--- config.mk ---
export PLATFORM = sky130hd
export DESIGN_NAME = dm_arbiter
export DESIGN_NICKNAME = d
export VERILOG_FILES = /design/src/rtl/dm_arbiter.sv
export SDC_FILE = /design/constraint.sdc
export NUM_CORES = 1
export LEC_CHECK = 0
export CORE_MARGIN = 8
export CORE_UTILIZATION = 19
export CTS_CLUSTER_SIZE = 16
export DETAILED_ROUTE_END_ITERATION = 16
export GPL_TIMING_DRIVEN = 0
export PLACE_DENSITY = 0.91
export SYNTH_ARGS = -nofsm -noshare
export SYNTH_HDL_FRONTEND = slang
export SYNTH_SLANG_ARGS = --single-unit
--- constraint.sdc ---
create_clock -name clk_n -period 2.3 [get_ports clk_n]
set_clock_uncertainty 0.15 [all_clocks]
set_input_delay 0.46 -clock clk_n [delete_from_list [all_inputs] [get_ports clk_n]]
set_output_delay 0.46 -clock clk_n [all_outputs]
set_load 0.05 [all_outputs]
--- src/rtl/dm_arbiter.sv ---
// Data-memory port arbiter: pipeline vs. loader/debug access, single shared port.
// Define DM_ARB_FAIRNESS_EN to enable the loader wait counter and forced grant.
module dm_arbiter #(
    parameter int unsigned MAX_WAIT = 8
) (
    input  logic        clk_n,
    input  logic        rst,
    input  logic        p_req,
    input  logic        p_we,
    input  logic [6:0]  p_addr,
    input  logic [15:0] p_din,
    output logic        p_stall,
    output logic [15:0] p_dout,
    input  logic        l_req,
    input  logic        l_we,
    input  logic [6:0]  l_addr,
    input  logic [15:0] l_din,
    output logic        l_ack,
    output logic [15:0] l_dout,
    output logic        dm_wea,
    output logic [6:0]  dm_addra,
    output logic [15:0] dm_dina,
    input  logic [15:0] dm_douta
);

    // state  | meaning
    // L_IDLE | loader may be granted this cycle
    // L_ACK  | loader was granted last cycle; l_ack and read data presented
    typedef enum logic {L_IDLE, L_ACK} lstate_t;
    typedef enum logic [1:0] {OWN_NONE, OWN_PIPE, OWN_LOAD} owner_t;

    lstate_t state_q, state_d;
    owner_t  owner;
    logic    force_grant;

    if (MAX_WAIT < 1 || MAX_WAIT > 15) begin : g_max_wait_check
        $error("dm_arbiter: MAX_WAIT must be in 1..15");
    end

`ifdef DM_ARB_FAIRNESS_EN
    localparam logic [3:0] MAX_WAIT_L = 4'(MAX_WAIT);

    logic [3:0] wait_q, wait_d;

    assign force_grant = (wait_q >= MAX_WAIT_L);

    always_comb begin
        wait_d = wait_q;
        if (!l_req || owner == OWN_LOAD) begin
            wait_d = 4'd0;
        end else if (state_q == L_IDLE && wait_q != 4'd15) begin
            wait_d = wait_q + 4'd1;
        end
    end

    always_ff @(posedge clk_n or posedge rst) begin
        if (rst) begin
            wait_q <= 4'd0;
        end else begin
            wait_q <= wait_d;
        end
    end
`else
    assign force_grant = 1'b0;
`endif

    // Ownership is suppressed during reset so the memory port is quiet immediately.
    always_comb begin
        owner = OWN_NONE;
        if (!rst) begin
            if (state_q == L_IDLE) begin
                if (force_grant && l_req) begin
                    owner = OWN_LOAD;
                end else if (p_req) begin
                    owner = OWN_PIPE;
                end else if (l_req) begin
                    owner = OWN_LOAD;
                end
            end else if (p_req) begin
                owner = OWN_PIPE;
            end
        end
    end

    always_comb begin
        state_d = L_IDLE;
        if (owner == OWN_LOAD) begin
            state_d = L_ACK;
        end
    end

    always_ff @(posedge clk_n or posedge rst) begin
        if (rst) begin
            state_q <= L_IDLE;
        end else begin
            state_q <= state_d;
        end
    end

    always_comb begin
        dm_wea   = 1'b0;
        dm_addra = p_addr;
        dm_dina  = p_din;
        case (owner)
            OWN_PIPE: dm_wea = p_we;
            OWN_LOAD: begin
                dm_wea   = l_we;
                dm_addra = l_addr;
                dm_dina  = l_din;
            end
            default: dm_wea = 1'b0;
        endcase
    end

    assign p_stall = p_req && (owner != OWN_PIPE) && !rst;
    assign l_ack   = (state_q == L_ACK);
    assign l_dout  = dm_douta;
    assign p_dout  = dm_douta;

endmodule
# Word-level counts from Yosys, hierarchy flattened
# Cells that the tools add are included.
dict set report op_classes {
  n_eq_ne 3
  muxes 9
  reduce_logical 3
}
# op count
set ops {}
lappend ops {{16-bit two-way mux} 1}
lappend ops {{2-bit two-way mux} 4}
lappend ops {{7-bit two-way mux} 1}
lappend ops {{2-bit by 1-bit == test with 1-bit output (second input constant)} 1}
lappend ops {{2-bit == test (second input constant)} 1}
lappend ops {{1-bit logical AND} 2}
lappend ops {{1-bit two-way mux} 2}
lappend ops {{2-bit by 1-bit != test with 1-bit output (second input constant)} 1}
lappend ops {{1-bit case mux with 2 select lines} 1}
lappend ops {{1-bit zero test} 1}
dict set report word_totals {
  ff_bits 1
  in_bits 68
  out_inout_bits 58
  elab_cells 16
}

# Longest topological paths before layout
dict set report depth {
  word_depth 7
  mapped_depth 3
  depth_no_buf 2
}

# Least setup slack after synthesis
# Ideal clock, no wire load.
dict set report synth_timing {
  kind {reg-to-output}
  start {register state_q (netlist: l_ack)}
  end {output dm_wea}
  t_arrival_ns 2.015
  required_ns 1.690
  path_slack_ns -0.325
  stages_incl_launch_ff 3
  n_path_buf 0
  cell_sequence {dfrtp_1 -> or4bb_2 -> a21oi_1}
}
dict set report synth_between {
  elab_chain_cells 4
  elab_cells_between_ends 5
  cone_classes {2 x eq/ne; 3 x mux}
}
# item line_no
set synth_rtl {}
lappend synth_rtl {{from (decl)} 32} ;# lstate_t state_q, state_d;
lappend synth_rtl {{from (signal assigned)} 96} ;# state_q <= state_d;
lappend synth_rtl {{2-bit two-way mux *} 71} ;# if (state_q == L_IDLE) begin
lappend synth_rtl {{2-bit two-way mux *} 70} ;# if (!rst) begin
lappend synth_rtl {{2-bit == test / 2-bit by 1-bit == test with 1-bit output (equally long branches)} 104} ;# case (owner)
lappend synth_rtl {{1-bit case mux with 2 select lines *} 104}
lappend synth_rtl {{to (decl)} 20} ;# output logic dm_wea,
# Every way passes the cells marked *; elsewhere a longest branch is shown, timed or not.

# Worst setup path in the final report
dict set report layout_timing {
  start {input p_req}
  end {output dm_dina[10]}
}
dict set report layout_between {
  elab_chain_cells 5
  elab_cells_between_ends 6
  cone_classes {1 x eq/ne; 5 x mux}
}
# item line_no
set layout_rtl {}
lappend layout_rtl {{from (decl)} 8} ;# input logic p_req,
lappend layout_rtl {{2-bit two-way mux / 1-bit two-way mux (equally long branches)} {74, 79}}
lappend layout_rtl {{2-bit two-way mux *} 71}
lappend layout_rtl {{2-bit two-way mux *} 70}
lappend layout_rtl {{2-bit == test *} 104}
lappend layout_rtl {{16-bit two-way mux *} 104}
lappend layout_rtl {{to (decl)} 22} ;# output logic [15:0] dm_dina,
# Marked as above.

==> impl_metrics.toml <==
[final_layout]
drive_gt1_share_pct = 51.98
final_nets = 247
final_core_util_pct = 63.52
stdcell_count = 221
area_growth_pct = 219.6
antenna_cells = 0
largest_reg_flops = 1
stdcell_area_um2 = 1939

[route]
drtIter0Drc = 16
ant_nets = 0
vias = 867
dr.pass1.iters = 4
avgViaCountPerCell = 3.923
drt-total-wl_um = 3350
routedWlPerCell_um = 15.16
route.detailed.drc = 0

[worst_setup_path]
crit_fanout = 5
slowest_delay_ns = 0.32
cp_cell_sequence = "buf_8, nor4b_4, buf_6, buf_6, mux2_4, buf_8"
arrival_ns = 1.64
critPathRequiredTime_ns = 1.69
crit_type = "primary input to output pin"
worstRegToRegCells = 2
critPathBufInv = 4
cp-end-kind = "output pin"
worstSetupPathDepth = 6
cp_top_family = "buffers and inverters"
cp_slowest_cell = "mux2_4"
cp-start-kind = "primary input"

[logic_synthesis]
synth_nets = 133
avgSynthCellArea_um2 = 9.336
synth_flop_cell = "dfrtp_1"
yosysMostFrequentCell = "buf_4"
synth.distinct_cells = 10
yosys.area.top_type = "mux2_2"
synth_common_cells = "buf_4 (33), mux2_2 (23), buf_6 (2)"
syn_area_um2 = 606.8
yosysWarningCount = 0
syn-instance-count = 65
ys_ff_latch = 1
async_flop_share_pct = 100.0
yosysTopAreaCellShare_pct = 42.68
synth-seq-area-share_pct = 4.124
synth-edff-count = 0
synthTopCellsByArea = "mux2_2 (43%), buf_4 (41%), dfrtp_1 (4.1%)"

[place]
dp.cells = 217
gp_congestion = 0.6486
place_hpwl_um = 2836
placed_cell_area_um2 = 1754
numPortBuffers = 108

[timing]
tightest_slew_ns = 0.5263
relSlewSlack_pct = 64.80
fin_crit_sh_pct = 97.76
period_needed_ns = 2.248
rsz0062_at_grt = "false"
hold_violations = 0
slew_violations = 0
setup_viol = 0
fmax_mhz = 444.8

[die]
dieArea_um2 = 5258
ios = 126
die_w_um = 72.52
coreArea_um2 = 3053
start_util_pct = 19.88
die_y_um = 72.52
rows = 20

[status]
status = "finished clean"

[global_routing]
grt_util_all_layers_pct = 11.41
grt_max_degree = 6
grt-ovfl-total = 0
grt_pass1_vias = 978
grt_pass1_wl_um = 4933
antenna_found_initial = 0

[cts]
clkSlewWorstSetupHoldPaths_ns = 0
clk-insertion-delay-late_ns = 0
hold_buffers = 0

[flow_run]
cap_violations = 0

[power]
finalPower_uw = 589.2
vdd_drop_max_uv = 163.9
p_leak_uw = 0.0008677
power.density_nw_per_um2 = 303.8

[min_path]
hold_path.class = "primary input to asynchronous set/reset pin"
## final cells by class
class	count	area, um^2
multi-input cells	28	374.1
plain buffers	33	247.7
inverters	1	3.754
flip-flops and latches	1	25.02
fillers	245	1114
repair buffers	114	1234
well taps	44	55.05
## kinds of logic after synthesis
kind of cell / Yosys count / synth area share [%]
buffers and inverters: 36 / 45.15
muxes: 23 / 42.68
and+or+nand+nor: 3 / 6.597
AOI/OAI and AO/OA: 1 / 0.8240
DFF: 1 / 4.123
other: 1 / 0.6180
## placed cells by master (no fill, tap or decap)
cell	synthesis	routed
a21oi_4	0	1
buf_12	0	1
buf_2	0	1
buf_4	33	34
buf_6	2	13
buf_8	0	16
clkbuf_2	0	1
clkdlybuf4s50_1	0	80
conb_1	1	1
dfrtp_1	1	1
dlygate4sd2_1	0	1
inv_1	1	1
mux2_2	23	9
mux2_4	0	14
nand2_1	1	1
nor4b_4	1	1
or4bb_4	0	1
## routing by layer
layer / wire (um) / global-route usage, % / up-vias / part of all wire, %
met3: 506 / 6.061 / 2 / 15
met5: 0 / 0 / - / 0
met4: 8 / 0.4444 / 0 / 0.24
li1: - / - / 411 / -
met2: 1722 / 21.87 / 65 / 51
met1: 1113 / 10.96 / 389 / 33
## final timing paths
path	startpoint	end	slack, ns
max	p_req	dm_dina[10]	0.05
min	rst	l_ack	0.20
max reg2reg	l_ack	l_ack	1.17
min reg2reg	l_ack	l_ack	0.53
max in group asynchronous	rst	l_ack	1.71
min in group clk_n	l_ack	l_ack	0.53
## repair_timing
item | CTS | global route
pin swaps | 3 | 0
cloned | 2 | 0
endpoints found under the setup margin | 24 | 19
setup buffers | 7 | 0
resized for setup | 210 | 10
## report_power, final
group | internal, uW | switching (uW)
Sequential | 18.6 | 0.985
Clock | 0 | 0
Combinational | 276 | 294
## per-stage QoR
step | hold slack [ns] | worst slack [ns] | setup TNS (ns)
final | 0.2036 | 0.05158 | 0
after global routing | 0.2165 | 0.005285 | 0
after CTS | 0.2063 | -0.01901 | -0.07491
after detailed placement | 0.5481 | -1.171 | -26.82
after global placement | 0.5462 | -1.196 | -27.29
after floorplan | 0.03871 | 0.01797 | 0
Note: power is estimated with default switching activity, not from simulation.
